$ cat src/rtl/mux8_scan_pkg.sv
// Shared types and helpers for the 8:1 mux scan sequencer.
// Holds the FSM state enum, channel sizing and channel-pick functions.
package mux8_scan_pkg;

  localparam int NCH   = 8;
  localparam int SEL_W = 3;

  typedef enum logic [1:0] {
    IDLE,
    SETUP,
    STROBE,
    DONE
  } state_e;

  typedef struct packed {
    logic             vld;
    logic [SEL_W-1:0] ch;
  } ch_pick_t;

  // Lowest set mask bit at or above channel 0.
  function automatic ch_pick_t first_ch(
    input logic [NCH-1:0] mask
  );
    ch_pick_t r;
    r = '0;
    for (int i = NCH - 1; i >= 0; i--) begin
      if (mask[i]) begin
        r.vld = 1'b1;
        r.ch  = SEL_W'(i);
      end
    end
    return r;
  endfunction

  // Lowest set mask bit strictly above cur.
  function automatic ch_pick_t next_ch(
    input logic [NCH-1:0]   mask,
    input logic [SEL_W-1:0] cur
  );
    ch_pick_t r;
    r = '0;
    for (int i = NCH - 1; i >= 0; i--) begin
      if (mask[i] && (i > int'(cur))) begin
        r.vld = 1'b1;
        r.ch  = SEL_W'(i);
      end
    end
    return r;
  endfunction

endpackage

$ cat src/rtl/mux8_settle_timer.sv
// Loadable 4-bit down-counter timing the strobe settle window.
// Ports: clk/rst, clr (abort), load+load_val, en (count), zero flag.
module mux8_settle_timer (
  input  logic       clk,
  input  logic       rst,
  input  logic       clr,
  input  logic       load,
  input  logic       en,
  input  logic [3:0] load_val,
  output logic       zero
);

  logic [3:0] cnt_q;
  logic [3:0] cnt_d;

  always_comb begin
    cnt_d = cnt_q;
    if (clr) begin
      cnt_d = '0;
    end else if (load) begin
      cnt_d = load_val;
    end else if (en && (cnt_q != 4'd0)) begin
      cnt_d = cnt_q - 4'd1;
    end
  end

  always_ff @(posedge clk) begin
    if (rst) begin
      cnt_q <= '0;
    end else begin
      cnt_q <= cnt_d;
    end
  end

  assign zero = (cnt_q == 4'd0);

endmodule

$ cat src/rtl/mux8_scan_ctrl.sv
// Serial scan sequencer for the shared 8:1 strobed inverting mux.
// Ports: start/abort/ch_mask in, sel_pad/strobe_n to mux, mux_m/mux_n back, data/done/busy/err out.
module mux8_scan_ctrl
  import mux8_scan_pkg::*;
#(
  parameter int SETTLE = 2,
  parameter int NCH    = 8
) (
  input  logic           clk,
  input  logic           rst,
  input  logic           start,
  input  logic           abort,
  input  logic [NCH-1:0] ch_mask,
  output logic [2:0]     sel_pad,
  output logic           strobe_n,
  input  logic           mux_m,
  input  logic           mux_n,
  output logic [NCH-1:0] data,
  output logic           done,
  output logic           busy,
  output logic           err
);

  state_e         state_q, state_d;
  logic [NCH-1:0] mask_q, mask_d;
  logic [2:0]     sel_q, sel_d;
  logic [NCH-1:0] data_q, data_d;
  logic           err_q, err_d;

  logic           t_load;
  logic           t_en;
  logic           t_zero;
  ch_pick_t       pick;

  mux8_settle_timer u_timer (
    .clk      (clk),
    .rst      (rst),
    .clr      (abort),
    .load     (t_load),
    .en       (t_en),
    .load_val (4'(SETTLE - 1)),
    .zero     (t_zero)
  );

  always_comb begin
    state_d = state_q;
    mask_d  = mask_q;
    sel_d   = sel_q;
    data_d  = data_q;
    err_d   = err_q;
    t_load  = 1'b0;
    t_en    = 1'b0;
    pick    = '0;
    if (abort) begin
      state_d = IDLE;
      sel_d   = '0;
    end else begin
      unique case (state_q)
        IDLE: begin
          if (start) begin
            mask_d = ch_mask;
            err_d  = 1'b0;
            pick   = first_ch(ch_mask);
            if (pick.vld) begin
              // Empty mask leaves data alone; otherwise start clean.
              data_d  = '0;
              sel_d   = pick.ch;
              state_d = SETUP;
            end else begin
              state_d = DONE;
            end
          end
        end
        SETUP: begin
          // A disabled mux must drive m low.
          if (mux_m) begin
            err_d = 1'b1;
          end
          t_load  = 1'b1;
          state_d = STROBE;
        end
        STROBE: begin
          t_en = 1'b1;
          if (t_zero) begin
            data_d[sel_q] = ~mux_m;
            if (mux_n == mux_m) begin
              err_d = 1'b1;
            end
            // Next-channel decision folded into the strobe exit.
            pick = next_ch(mask_q, sel_q);
            if (pick.vld) begin
              sel_d   = pick.ch;
              state_d = SETUP;
            end else begin
              state_d = DONE;
            end
          end
        end
        DONE: begin
          state_d = IDLE;
        end
        default: begin
          state_d = IDLE;
        end
      endcase
    end
  end

  always_ff @(posedge clk) begin
    if (rst) begin
      state_q <= IDLE;
      mask_q  <= '0;
      sel_q   <= '0;
      data_q  <= '0;
      err_q   <= 1'b0;
    end else begin
      state_q <= state_d;
      mask_q  <= mask_d;
      sel_q   <= sel_d;
      data_q  <= data_d;
      err_q   <= err_d;
    end
  end

  assign sel_pad  = sel_q;
  assign strobe_n = (state_q != STROBE);
  assign data     = data_q;
  assign done     = (state_q == DONE);
  assign busy     = (state_q != IDLE);
  assign err      = err_q;

endmodule

$ cat config.mk
export PLATFORM = sky130hd
export DESIGN_NAME = mux8_scan_ctrl
export DESIGN_NICKNAME = d
export VERILOG_FILES = /design/src/rtl/mux8_scan_pkg.sv /design/src/rtl/mux8_settle_timer.sv /design/src/rtl/mux8_scan_ctrl.sv
export SDC_FILE = /design/constraint.sdc
export NUM_CORES = 1
export LEC_CHECK = 0
export CAP_MARGIN = 25
export CORE_MARGIN = 2
export CORE_UTILIZATION = 46
export CTS_BUF_LIST = sky130_fd_sc_hd__clkbuf_4 sky130_fd_sc_hd__clkbuf_8
export DETAILED_ROUTE_END_ITERATION = 12
export HOLD_SLACK_MARGIN = 0.12
export PLACE_DENSITY = 0.74
export SLEW_MARGIN = 20
export SYNTH_ARGS = -nofsm -noshare
export SYNTH_HDL_FRONTEND = slang
export SYNTH_HIERARCHICAL = 1
export SYNTH_SLANG_ARGS = --single-unit
$ cat constraint.sdc
create_clock -name clk -period 2.55 [get_ports clk]
set_input_delay 0.765 -clock clk [delete_from_list [all_inputs] [get_ports clk]]
set_output_delay 0.765 -clock clk [all_outputs]
set_load 0.1 [all_outputs]
# == After elaboration in Yosys (flattened, before gate mapping) ==
# Cells that the tools add are included.
# W data, S select, Z words.
# op_classes
n_addsub,1
n_lt_le_gt_ge,9
n_eq_ne,11
mux,49
n_bitwise,2
n_reduce_logical,23
# ops
op,n
$mux W4,21
$mux W8,3
$pmux W8 S2,1
$ne A2 B2 Y1 const B,7
$gt A3 B3 Y1 const A,4
$mux W3,4
$mux W1,11
$reduce_and A5 Y1,2
$logic_and A1 B1 Y1,9
$bwmux W8,1
$mux W2,4
$pmux W2 S4,1
$gt A2 B3 Y1 const A,2
$pmux W3 S2,1
$reduce_and A6 Y1,1
$reduce_bool A2 Y1,3
$eq A2 B2 Y1 const B,2
$logic_not A4 Y1,1
$lt A3 B4 Y1 const B,1
$reduce_bool A4 Y1,1
$sub A4 B1 Y4 const B,1
$demux W1 S3,1
$ge A3 B1 Y1 const B,1
$gt A1 B3 Y1 const A,1
10 further kinds,11
# word_totals
reg_bits,26
input_bits,14
output_inout_bits,15
word_cells,102

# == Longest topological paths before layout ==
# depth
depth_word,15
ltp_mapped,9

# == Modules after synthesis ==
# Netlist, hierarchy kept.
# modules_own_cells
mod,n_inst,cells_per_inst,area_per_inst_um2,seq_area_each_um2
mux8_scan_ctrl,1,170,1338.8,420.4
mux8_settle_timer,1,31,256.5,80.1

# == Least setup slack after synthesis ==
# No wires, ideal clock.
# synth_path
path_type,register -> register
start,reg state_q[0]
end,reg u_timer.cnt_q[2]
setup_time_ps,123
arrival_ps,2634
path_slack_ps,-207
path_stages_with_launch,10
path_buffers,2
synth_period_minus_slack_ps,2757
cell_sequence,dfxtp_1 inv_1 ha_1 buf_2 inv_1 clkbuf_1 nor2_1 and4b_2 a21oi_1 a21oi_1
# synth_between
elab_chain_len,4
# synth_rtl
item,line,text
start: declaration,mux8_scan_ctrl.sv:24,"state_e state_q, state_d;"
start signal: assignment,mux8_scan_ctrl.sv:117,state_q <= state_d;
$eq A2 B2 Y1,mux8_scan_ctrl.sv:58,unique case (state_q)
$mux W1,mux8_scan_ctrl.sv:58,
$mux W1,mux8_scan_ctrl.sv:54,if (abort) begin
via t_en,mux8_scan_ctrl.sv:31,logic t_en;
$logic_and A1 B1 Y1,mux8_settle_timer.sv:22,end else if (en && (cnt_q != 4'd0)) begin
end signal: assignment,mux8_settle_timer.sv:31,cnt_q <= cnt_d;
end: declaration,mux8_settle_timer.sv:13,logic [3:0] cnt_q;
# The timed path passes the listed nets, and every way through them passes these cells.
# A chain may end at the register's enable or synchronous reset.

# == Worst setup path in the final report ==
# layout_path
start,reg state_q[0]
end,out strobe_n
# layout_between
elab_chain_len,1
# layout_rtl
item,line,text
$ne A2 B2 Y1,mux8_scan_ctrl.sv:126,assign strobe_n = (state_q != STROBE);
end: declaration,mux8_scan_ctrl.sv:15,"output logic strobe_n,"
# Every way passes these cells.

==> flow_summary.json <==
{
  "port_buffers": 28,
  "internal_power_w": 0.000564,
  "hpwl_mm": 2.74,
  "final_area_mm2": 0.00201,
  "cp-start-kind": "register",
  "dieHeight_um": 62.9,
  "use_met2_pct": 30.1,
  "worst_slew_pin_slew_ps": 561,
  "hold_buffers": 0,
  "pin_count": 29,
  "dr.first_iter.drc_count": 93,
  "yosys_warnings": 6,
  "path_buf_inv": 3,
  "clock_sinks": 25,
  "switchingPower_w": 0.000270,
  "syn_avg_cell_area_um2": 7.94,
  "cpMaxStageDelayCell": "dfxtp_1",
  "power_frac_clock_pct": 23.3,
  "synth-seq-cells": 25,
  "finalWirelength_mm": 3.60,
  "rows": 21,
  "drc": 0,
  "coreArea_mm2": 0.00334,
  "synth_ff_type": "dfxtp_1",
  "min_period_ps": 2330,
  "setup_ws_ps": 218,
  "dp_slack_ps": 12.3,
  "worstSetupPathType": "register to primary output",
  "cts_buffers": 3,
  "grt_busiest_layer": "met2",
  "max_freq_ghz": 0.429,
  "antenna_left": 0,
  "cts_tree": "yes",
  "start_util_pct": 47.8,
  "path_cells": "inv_1 > ha_1 > inv_2 > buf_12",
  "dieArea_mm2": 0.00396,
  "gr-usage-met3_pct": 3.96,
  "layout-drive-gt1-share_pct": 19.8,
  "finalSetupViolations": 0,
  "die_x_um": 62.9,
  "clk_latency_ps": 320,
  "use_met1_pct": 27.6,
  "status": "complete, no violations",
  "gp_congestion": 0.800,
  "cp_max_fo": 9,
  "leakagePower_nw": 0.792,
  "tns_ps": 0,
  "endpoint_kind": "primary output",
  "overflow": 0,
  "grt_max_degree": 16,
  "ys_types": 52,
  "skew_ps": 4.85,
  "viasPerCell": 5.36,
  "vias": 1516,
  "cp_top_family": "buffers and inverters",
  "comb_power_share_pct": 26.4,
  "p_seq_share_pct": 50.3,
  "syn2layout_area_growth_pct": 26.3,
  "post_drt_wl_per_cell_um": 12.7,
  "grt_pass1_vias": 1357,
  "antenna_found_initial": 0,
  "place_area_mm2": 0.00198,
  "sw_frac_of_total_pct": 32.4,
  "power_density_mw_per_mm2": 414,
  "track_usage_pct": 19.4,
  "multi_input_area_mm2": 0.00100,
  "max_stage_delay_ps": 430,
  "maxCapViolations": 0,
  "syn-cell-area_mm2": 0.00160,
  "clock_path_buffers": 2,
  "relSlewSlack_pct": 61.6,
  "synth_edf_count": 0,
  "postCtsSetupRepairBufs": 0,
  "fillers": 308,
  "htreeDepth": 1,
  "nets": 258,
  "grt_pass1_wl_mm": 6.29,
  "post_cts_resized": 0,
  "async_flop_share_pct": 0,
  "ys_seq_area_share_pct": 31.4,
  "rsz0062_at_grt": "no",
  "finalHoldViolCount": 0,
  "clk_pin_slew_ps": 140,
  "drt_pass1_iterations": 4,
  "slew_viol_final": 0,
  "ir_drop_mv": 0.275,
  "final-seq-area_um2": 500,
  "n_antenna_cell": 0,
  "min_path_type": "register to register",
  "cp.arrival_ps": 1570,
  "required_ps": 1790,
  "fin_crit_sh_pct": 91.5,
  "cts_root_buffer": "clkbuf_4",
  "syn_inst": 201
}
sequential cells by signal, summed over array words and instances (netlist names):
signal,cells
data,8
state_q,2
err,1
sel_pad,3
mask_q,7
u_timer/cnt_q,4
area by class of cell:
class                           instances  share of cell area (%)
Sequential cell                        25                    24.8
Multi-Input combinational cell        155                    49.7
Tap cell                               46                    2.86
Clock buffer                            4                    1.49
Timing Repair Buffer                   38                    18.3
Inverter                               15                    2.86
metal layers:
metal	vias to the layer above	share of wire (%)
met5	-	0
met4	0	0.64
met3	4	5.2
met2	42	46
met1	678	49
li1	792	-
Yosys cell counts, types with 2 or more instances:
| cell | instances | area [µm²] |
|---|---|---|
| a21oi_1 | 20 | 100 |
| nor2b_1 | 5 | 31.3 |
| nor3_1 | 4 | 20.0 |
| dfxtp_1 | 25 | 500 |
| a2111oi_0 | 2 | 17.5 |
| a211oi_1 | 4 | 30.0 |
| inv_1 | 14 | 52.6 |
| nand3b_1 | 2 | 15.0 |
| a31oi_1 | 3 | 18.8 |
| ha_1 | 6 | 75.1 |
| nand3_1 | 10 | 50.1 |
| nand2_1 | 11 | 41.3 |
| mux2i_1 | 7 | 70.1 |
| o21ai_1 | 3 | 15.0 |
| clkbuf_1 | 3 | 11.3 |
| o21ai_0 | 16 | 80.1 |
| nor4_2 | 2 | 25.0 |
| buf_2 | 2 | 10.0 |
| nor3_2 | 2 | 20.0 |
| nand4_1 | 2 | 12.5 |
| conb_1 | 2 | 7.51 |
| nor2_1 | 25 | 93.8 |
| nand2b_1 | 2 | 12.5 |
through the flow:
| stage | power [W] | utilization [%] | hold slack (ps) | std cells |
|---|---|---|---|---|
| finish | 0.000834 | 60.4 | 483 | 283 |
| global route | 0.000876 | 60.4 | 511 | 283 |
| CTS | 0.000843 | 60.4 | 485 | 283 |
| detailed placement | 0.000647 | 59.5 | 459 | 279 |
| global placement | 0.000644 | 59.5 | 450 | 279 |
| floorplan | 0.000570 | - | 478 | 203 |
tightest hold or removal path, stage by stage (launching register included):
cell     delay [ps]
dfxtp_1         330
o21ai_0          60
a21oi_1          60
cells by family after synthesis:
kind of cell,count (synthesis),synth area share (%)
simple gates,76,26.7
compound gates,61,25.5
flops,25,31.4
buf+inv,23,6.35
mux,7,4.39
fa+ha+maj,6,4.71
other cells,2,0.471
xor+xnor,1,0.549
power groups by stage:
stage / combinational (W) / sequential, W / clock [W]
floorplan: 0.000126 / 0.000444 / 0
global placement: 0.000216 / 0.000427 / 0
detailed placement: 0.000219 / 0.000428 / 0
CTS: 0.000219 / 0.000419 / 0.000204
global route: 0.000237 / 0.000422 / 0.000216
finish: 0.000220 / 0.000420 / 0.000194
layout by cell type (no fill, tap or decap), types with 3 or more instances in the layout:
cell	netlist	final
a211oi_1	4	4
a21oi_1	20	20
a31oi_1	3	3
buf_12	0	4
buf_4	1	21
clkbuf_4	0	4
clkdlybuf4s50_1	0	13
conb_1	2	4
dfxtp_1	25	25
ha_1	6	6
inv_1	14	13
mux2i_1	7	7
nand2_1	11	11
nand3_1	10	10
nor2_1	25	25
nor2b_1	5	5
nor3_1	4	4
o21ai_0	16	16
o21ai_1	3	3
final timing paths:
kind | cells past startpoint | slack [ps] | from | to
worst min-delay path | 2 | 480 | data[5] | data[5]
worst max-delay path | 4 | 220 | state_q[0] | strobe_n
worst max register to register | 9 | 270 | u_timer/cnt_q[0] | data[2]
worst min register to register | 2 | 480 | data[5] | data[5]
Power figures use the tool's default switching activity.
